### src/rtl/ex_stage_pipelined.sv
// Execute stage: single-cycle ALU/AGU/branch ops plus a multi-cycle
// MAC with internal accumulator, valid/ready handshake in and out.
// Ports: clk, rst (sync, active high), flush, in_valid/in_ready,
//   Inst_In, Inst_Type_In, Operand_A/B_val_In, Immx_Data_In,
//   out_valid/out_ready, Result_Out, isBranchTaken_Out,
//   Operand_B_Out, Inst_Out, Inst_Type_Out.
module ex_stage_pipelined #(
  parameter int XLEN       = 32,
  parameter int MAC_CYCLES = 3,
  parameter int ACC_W      = 64
) (
  input  logic            clk,
  input  logic            rst,
  input  logic            flush,
  input  logic            in_valid,
  output logic            in_ready,
  input  logic [31:0]     Inst_In,
  input  logic [4:0]      Inst_Type_In,
  input  logic [XLEN-1:0] Operand_A_val_In,
  input  logic [XLEN-1:0] Operand_B_val_In,
  input  logic [XLEN-1:0] Immx_Data_In,
  output logic            out_valid,
  input  logic            out_ready,
  output logic [XLEN-1:0] Result_Out,
  output logic            isBranchTaken_Out,
  output logic [XLEN-1:0] Operand_B_Out,
  output logic [31:0]     Inst_Out,
  output logic [4:0]      Inst_Type_Out
);

  localparam logic [4:0] T_IMM = 5'b00100;
  localparam logic [4:0] T_RR  = 5'b01100;
  localparam logic [4:0] T_LD  = 5'b00000;
  localparam logic [4:0] T_ST  = 5'b01000;
  localparam logic [4:0] T_BR  = 5'b11000;
  localparam logic [4:0] T_MAC = 5'b11111;
  localparam int SHW = $clog2(XLEN);
  localparam int CW  = (MAC_CYCLES > 1) ? $clog2(MAC_CYCLES) : 1;
  localparam logic [CW-1:0] CNT_INIT = CW'(MAC_CYCLES - 1);

  typedef enum logic {S_IDLE, S_BUSY} state_t;

  state_t            r_state;
  logic [CW-1:0]     r_cnt;
  logic [ACC_W-1:0]  r_acc;
  logic [XLEN-1:0]   r_mac_a;
  logic [XLEN-1:0]   r_mac_b;
  logic [2:0]        r_mac_f3;
  logic [31:0]       r_mac_inst;
  logic              r_valid;
  logic [XLEN-1:0]   r_res;
  logic              r_taken;
  logic [XLEN-1:0]   r_opb;
  logic [31:0]       r_inst;
  logic [4:0]        r_type;

  logic              w_accept;
  logic              w_is_mac;
  logic [6:0]        w_f7;
  logic [2:0]        w_f3;
  logic [SHW-1:0]    w_sh;
  logic [XLEN-1:0]   w_res;
  logic              w_taken;
  logic [XLEN-1:0]   w_opb;
  logic              w_cond;
  logic              w_busy;
  logic [XLEN-1:0]   w_ma;
  logic [XLEN-1:0]   w_mb;
  logic [2:0]        w_mf3;
  logic [31:0]       w_minst;
  logic signed [2*XLEN-1:0] w_prod;
  logic [ACC_W-1:0]  w_prod_acc;
  logic [ACC_W-1:0]  w_sum;
  logic [ACC_W-1:0]  w_acc_nxt;
  logic [XLEN-1:0]   w_mres;

  assign in_ready = !flush && (r_state == S_IDLE) &&
                    (!r_valid || out_ready);
  assign w_accept = in_valid && in_ready;
  assign w_is_mac = (Inst_Type_In == T_MAC);
  assign w_f7 = Inst_In[31:25];
  assign w_f3 = Inst_In[14:12];
  assign w_sh = Operand_B_val_In[SHW-1:0];

  always_comb begin
    w_cond = 1'b0;
    case (w_f3)
      3'b000: w_cond = (Operand_A_val_In == Operand_B_val_In);
      3'b001: w_cond = (Operand_A_val_In != Operand_B_val_In);
      3'b100: w_cond = ($signed(Operand_A_val_In) <
                        $signed(Operand_B_val_In));
      3'b101: w_cond = ($signed(Operand_A_val_In) >=
                        $signed(Operand_B_val_In));
      default: w_cond = 1'b0;
    endcase
  end

  always_comb begin
    w_res   = '0;
    w_taken = 1'b0;
    w_opb   = '0;
    unique case (1'b1)
      (Inst_Type_In == T_IMM),
      (Inst_Type_In == T_LD):
        w_res = Operand_A_val_In + Immx_Data_In;
      (Inst_Type_In == T_ST): begin
        w_res = Operand_A_val_In + Immx_Data_In;
        w_opb = Operand_B_val_In;
      end
      (Inst_Type_In == T_RR): begin
        case ({w_f7, w_f3}) inside
          10'b0000000_000: w_res = Operand_A_val_In + Operand_B_val_In;
          10'b0100000_000: w_res = Operand_A_val_In - Operand_B_val_In;
          10'b???????_001: w_res = Operand_A_val_In << w_sh;
          10'b0000000_010:
            w_res = {{(XLEN-1){1'b0}},
                     $signed(Operand_A_val_In) <
                     $signed(Operand_B_val_In)};
          10'b???????_100: w_res = Operand_A_val_In ^ Operand_B_val_In;
          10'b0000000_101: w_res = Operand_A_val_In >> w_sh;
          10'b0100000_101:
            w_res = $signed(Operand_A_val_In) >>> w_sh;
          10'b???????_110: w_res = Operand_A_val_In | Operand_B_val_In;
          10'b???????_111: w_res = Operand_A_val_In & Operand_B_val_In;
          default: w_res = '0;
        endcase
      end
      (Inst_Type_In == T_BR): begin
        if (w_cond) begin
          w_res   = Immx_Data_In;
          w_taken = 1'b1;
        end
      end
      default: w_res = '0;
    endcase
  end

  // MAC operands come straight from the inputs when it completes in
  // the accept cycle, otherwise from the copy latched at accept.
  assign w_busy  = (r_state == S_BUSY);
  assign w_ma    = w_busy ? r_mac_a    : Operand_A_val_In;
  assign w_mb    = w_busy ? r_mac_b    : Operand_B_val_In;
  assign w_mf3   = w_busy ? r_mac_f3   : w_f3;
  assign w_minst = w_busy ? r_mac_inst : Inst_In;
  assign w_prod  = $signed(w_ma) * $signed(w_mb);

  if (ACC_W > 2*XLEN) begin : g_ext
    assign w_prod_acc = {{(ACC_W-2*XLEN){w_prod[2*XLEN-1]}}, w_prod};
  end else begin : g_trunc
    assign w_prod_acc = w_prod[ACC_W-1:0];
  end

  assign w_sum = r_acc + w_prod_acc;

  always_comb begin
    w_acc_nxt = r_acc;
    w_mres    = '0;
    case (w_mf3)
      3'b000: begin
        w_acc_nxt = w_prod_acc;
        w_mres    = w_prod_acc[XLEN-1:0];
      end
      3'b001: begin
        w_acc_nxt = w_sum;
        w_mres    = w_sum[XLEN-1:0];
      end
      3'b010: w_acc_nxt = '0;
      default: w_acc_nxt = r_acc;
    endcase
  end

  always_ff @(posedge clk) begin
    if (rst) begin
      r_state    <= S_IDLE;
      r_cnt      <= '0;
      r_acc      <= '0;
      r_mac_a    <= '0;
      r_mac_b    <= '0;
      r_mac_f3   <= '0;
      r_mac_inst <= '0;
      r_valid    <= 1'b0;
      r_res      <= '0;
      r_taken    <= 1'b0;
      r_opb      <= '0;
      r_inst     <= '0;
      r_type     <= '0;
    end else if (flush) begin
      r_state <= S_IDLE;
      r_cnt   <= '0;
      r_valid <= 1'b0;
    end else begin
      if (r_valid && out_ready) r_valid <= 1'b0;
      if (w_accept && w_is_mac && MAC_CYCLES > 1) begin
        r_state    <= S_BUSY;
        r_cnt      <= CNT_INIT;
        r_mac_a    <= Operand_A_val_In;
        r_mac_b    <= Operand_B_val_In;
        r_mac_f3   <= w_f3;
        r_mac_inst <= Inst_In;
      end else if ((w_accept && w_is_mac) ||
                   (w_busy && r_cnt == '0)) begin
        r_state <= S_IDLE;
        r_acc   <= w_acc_nxt;
        r_valid <= 1'b1;
        r_res   <= w_mres;
        r_taken <= 1'b0;
        r_opb   <= '0;
        r_inst  <= w_minst;
        r_type  <= T_MAC;
      end else if (w_accept) begin
        r_valid <= 1'b1;
        r_res   <= w_res;
        r_taken <= w_taken;
        r_opb   <= w_opb;
        r_inst  <= Inst_In;
        r_type  <= Inst_Type_In;
      end else if (w_busy) begin
        r_cnt <= r_cnt - 1'b1;
      end
    end
  end

  assign out_valid         = r_valid;
  assign Result_Out        = r_res;
  assign isBranchTaken_Out = r_taken;
  assign Operand_B_Out     = r_opb;
  assign Inst_Out          = r_inst;
  assign Inst_Type_Out     = r_type;

endmodule

### config.mk
export PLATFORM = sky130hd
export DESIGN_NAME = ex_stage_pipelined
export DESIGN_NICKNAME = d
export VERILOG_FILES = /design/src/rtl/ex_stage_pipelined.sv
export SDC_FILE = /design/constraint.sdc
export NUM_CORES = 2
export LEC_CHECK = 0
export ABC_AREA = 0
export BUFFER_PORTS_ARGS = -buffer_cell sky130_fd_sc_hd__buf_2
export CORE_AREA = 2 2 256 258
export DETAILED_ROUTE_END_ITERATION = 7
export DIE_AREA = 0 0 258 260
export PLACE_DENSITY = 0.74
export SLEW_MARGIN = 20
export SYNTH_ARGS = -nofsm -noshare
export SYNTH_HDL_FRONTEND = slang
export SYNTH_SLANG_ARGS = --single-unit
### constraint.sdc
create_clock -name clk -period 25.4 [get_ports clk]
set_input_delay 5.08 -clock clk [delete_from_list [all_inputs] [get_ports clk]]
set_output_delay 5.08 -clock clk [all_outputs]
set_load 0.01 [all_outputs]
==> results.md <==
* Status: complete, no violations
* Post-CTS setup buffer count at 0
* Reg clk slew, reported paths at 70 ps
* Pin count of the biggest net entering global routing at 110
* Fillers at 5799
* Vias in the first global route at 36800
* First-pass GRT wire length at 230 mm
* GRT Total Usage at 45.7%
* GR Overflow Total at 0
* Register area share after synthesis at 12.3%
* Ys flop type: dfxtp_1
* Wire length per cell at 26.4 µm
* Worst slew pin tran at 1190 ps
* Worst setup SP type: input pin
* Gpl congestion at 1.15
* Hold Path Depth at 2
* CP arrival at 14630 ps
* Drt first pass iters at 6
* Fin crit share at 55.6%
* Mapped Cells at 4924
* Clock Skew at 17.7 ps
* Placeable Area at 0.0641 mm²
* CTS tree: yes
* Hold-fix buffers, CTS at 0
* CP Max Fanout at 23
* Synthesized area per cell at 7.76 µm²
* Post-synth cell types at 90
* Setup TNS at 0 ps
* Max stage delay on crit path at 860 ps
* Maxcap violations at 0
* CTS Buf Count at 30
* Max_slew headroom at 18.2%
* H-Tree Depth at 1
* Total die area at 0.0671 mm²
* Io pins at 242
* Share of layout cells above drive strength 1 at 10.7%
* Height of the die at 260 µm
* Setup CP Type: input pin to flop
* CTS resizes at 0
* Num Clock Sinks at 234
* Maximum clock rate at 0.0708 GHz
* Die X-Extent at 258 µm
* # DRC at 0
* DRT Wirelength at 155 mm
* Final ANT Viol Nets at 0
* Num rows at 93
* Reg2reg path depth at 35
* Slowest-stage cell, CP: o21ai_1
* Pins Over Slew Limit at 0
* Leading area contributor after synthesis: fa_1
* Crit. End Element: flop
* Top-area cell type share of the netlist area at 21.6%
* Most frequent cell on the critical path: fa_1
* Via/cell ratio at 6.51
* Initial Util at 59.6%
* Area grow syn2layout at 7.92%
* Final setup fails at 0
* Final nets at 5847
* Required @ worst endpoint at 25910 ps
* Detailed Place HPWL at 119 mm
* HP Class: flop to flop
* Cell Area, Synth at 0.0382 mm²
* Clock Latency Late Sink at 620 ps
* Yosys warning count at 0
* Min Tclk post-route at 14130 ps
* Fin. Hold Viols at 0
* Initial DRC count at 4876
* Clock buffer depth at 3
* RSZ-0062 raised after global routing: no
* Top cells by area, synth: fa_1 22%, dfxtp_1 12%, ha_1 10%, nand2_1 6.7%, nor2_1 6.2%
* Vias at 38200
* Synthesized flop and latch total at 234
* Root Buffer: clkbuf_16
* Mapped Nets at 5784
* Initial antenna violation count at 5
* Port Buf Inserts at 241
* Async SR Flop Fraction at 0%
* Number of synthesized flops with an enable pin at 0
## cell usage after synthesis (all sizes together), types with 13 or more instances
cell type    n
nand4       13
fa         412
mux4        48
a2111oi     16
a311oi      40
xnor2      132
nand2b      23
dfxtp      234
a22oi       57
nand3       37
o211ai      27
nor3        82
and3        16
nor2       633
a31oi       40
buf         58
a221oi      29
o31ai       18
o221ai      16
nor2b       23
o22ai       25
or2         17
o21a        24
o21bai      22
a21o        63
mux2        35
mux2i      126
inv        545
o21ai      239
a21oi      378
ha         310
nor4        14
a211oi      51
clkbuf     244
and2        24
nand2      677
or3         16
xor2        37
## state kept, by name (all words and copies together) (netlist names)
register           count
Inst_Out              32
Operand_B_Out         32
Result_Out            32
r_acc                 32
r_mac_a               32
r_mac_b               32
r_mac_inst            30
Inst_Type_Out          5
r_cnt                  2
r_mac_f3               2
isBranchTaken_Out      1
out_valid              1
r_state                1
## metrics by stage
stage / util, % / cells / setup WS [ps] / cell area [µm²] / hold slack, ps
global route: 64.3 / 5867 / 10920 / 41200 / 472
finish: 64.3 / 5868 / 11270 / 41200 / 451
CTS: 64.3 / 5866 / 11420 / 41200 / 454
global placement: 62.6 / 5810 / 10930 / 40100 / 439
detailed placement: 62.6 / 5810 / 10810 / 40100 / 445
floorplan: - / 4924 / 11690 / 38200 / 433
## critical path, delay by kind of cell
family / cells / cell delay (ps)
simple gates: 4 / 940
fa+ha+maj: 10 / 4740
compound gates: 8 / 2350
buf+inv: 3 / 910
xor+xnor: 3 / 600
## cell type report
class                      count  area (µm²)  area share (%)
timing repair buffer         333        1910            4.63
clock buffer                  32         768            1.86
inverter                     546        2050            4.97
antenna                        2        5.00          0.0121
tap                          855        1070            2.60
multi-input combinational   3842       30400            73.8
sequential                   234        4690            11.4
clock inverter                24         319           0.774
## path summary, 6_finish.rpt
kind / start / endpoint / slack, ps
max: Operand_B_val_In[4] / Result_Out[31] / 11270
max reg2reg: r_state / Result_Out[30] / 14420
min reg2reg: r_mac_b[25] / r_mac_b[25] / 450
min: r_mac_b[25] / r_mac_b[25] / 450
## routing by layer
layer	global-route usage [%]	up-vias	part of all wire, %
li1	-	16700	-
met1	57.5	18300	37
met2	67.5	2548	41
met3	14.5	622	14
met4	30.5	6	8.4
met5	0	-	0.022
## placed cells by master, fill, tap and decap left out, types with 132 or more instances in the layout
cell,count
nand2_1,677
nor2_1,632
inv_1,542
fa_1,412
a21oi_1,378
ha_1,310
buf_2,238
dfxtp_1,233
o21ai_0,208
xnor2_1,132
## cell families after synthesis
logic type	Yosys count	share of synthesized area, %
DFF	234	12.3
xor gates and xnor gates	170	3.93
muxes	209	7.17
and+or+nand+nor	1602	17.4
AOI/OAI and AO/OA	1139	19.0
adders and majority gates	722	31.7
buffers and inverters	848	8.47
Power is not shown: default switching activity piles up to over one toggle a cycle in this logic, so the estimate is an artifact.
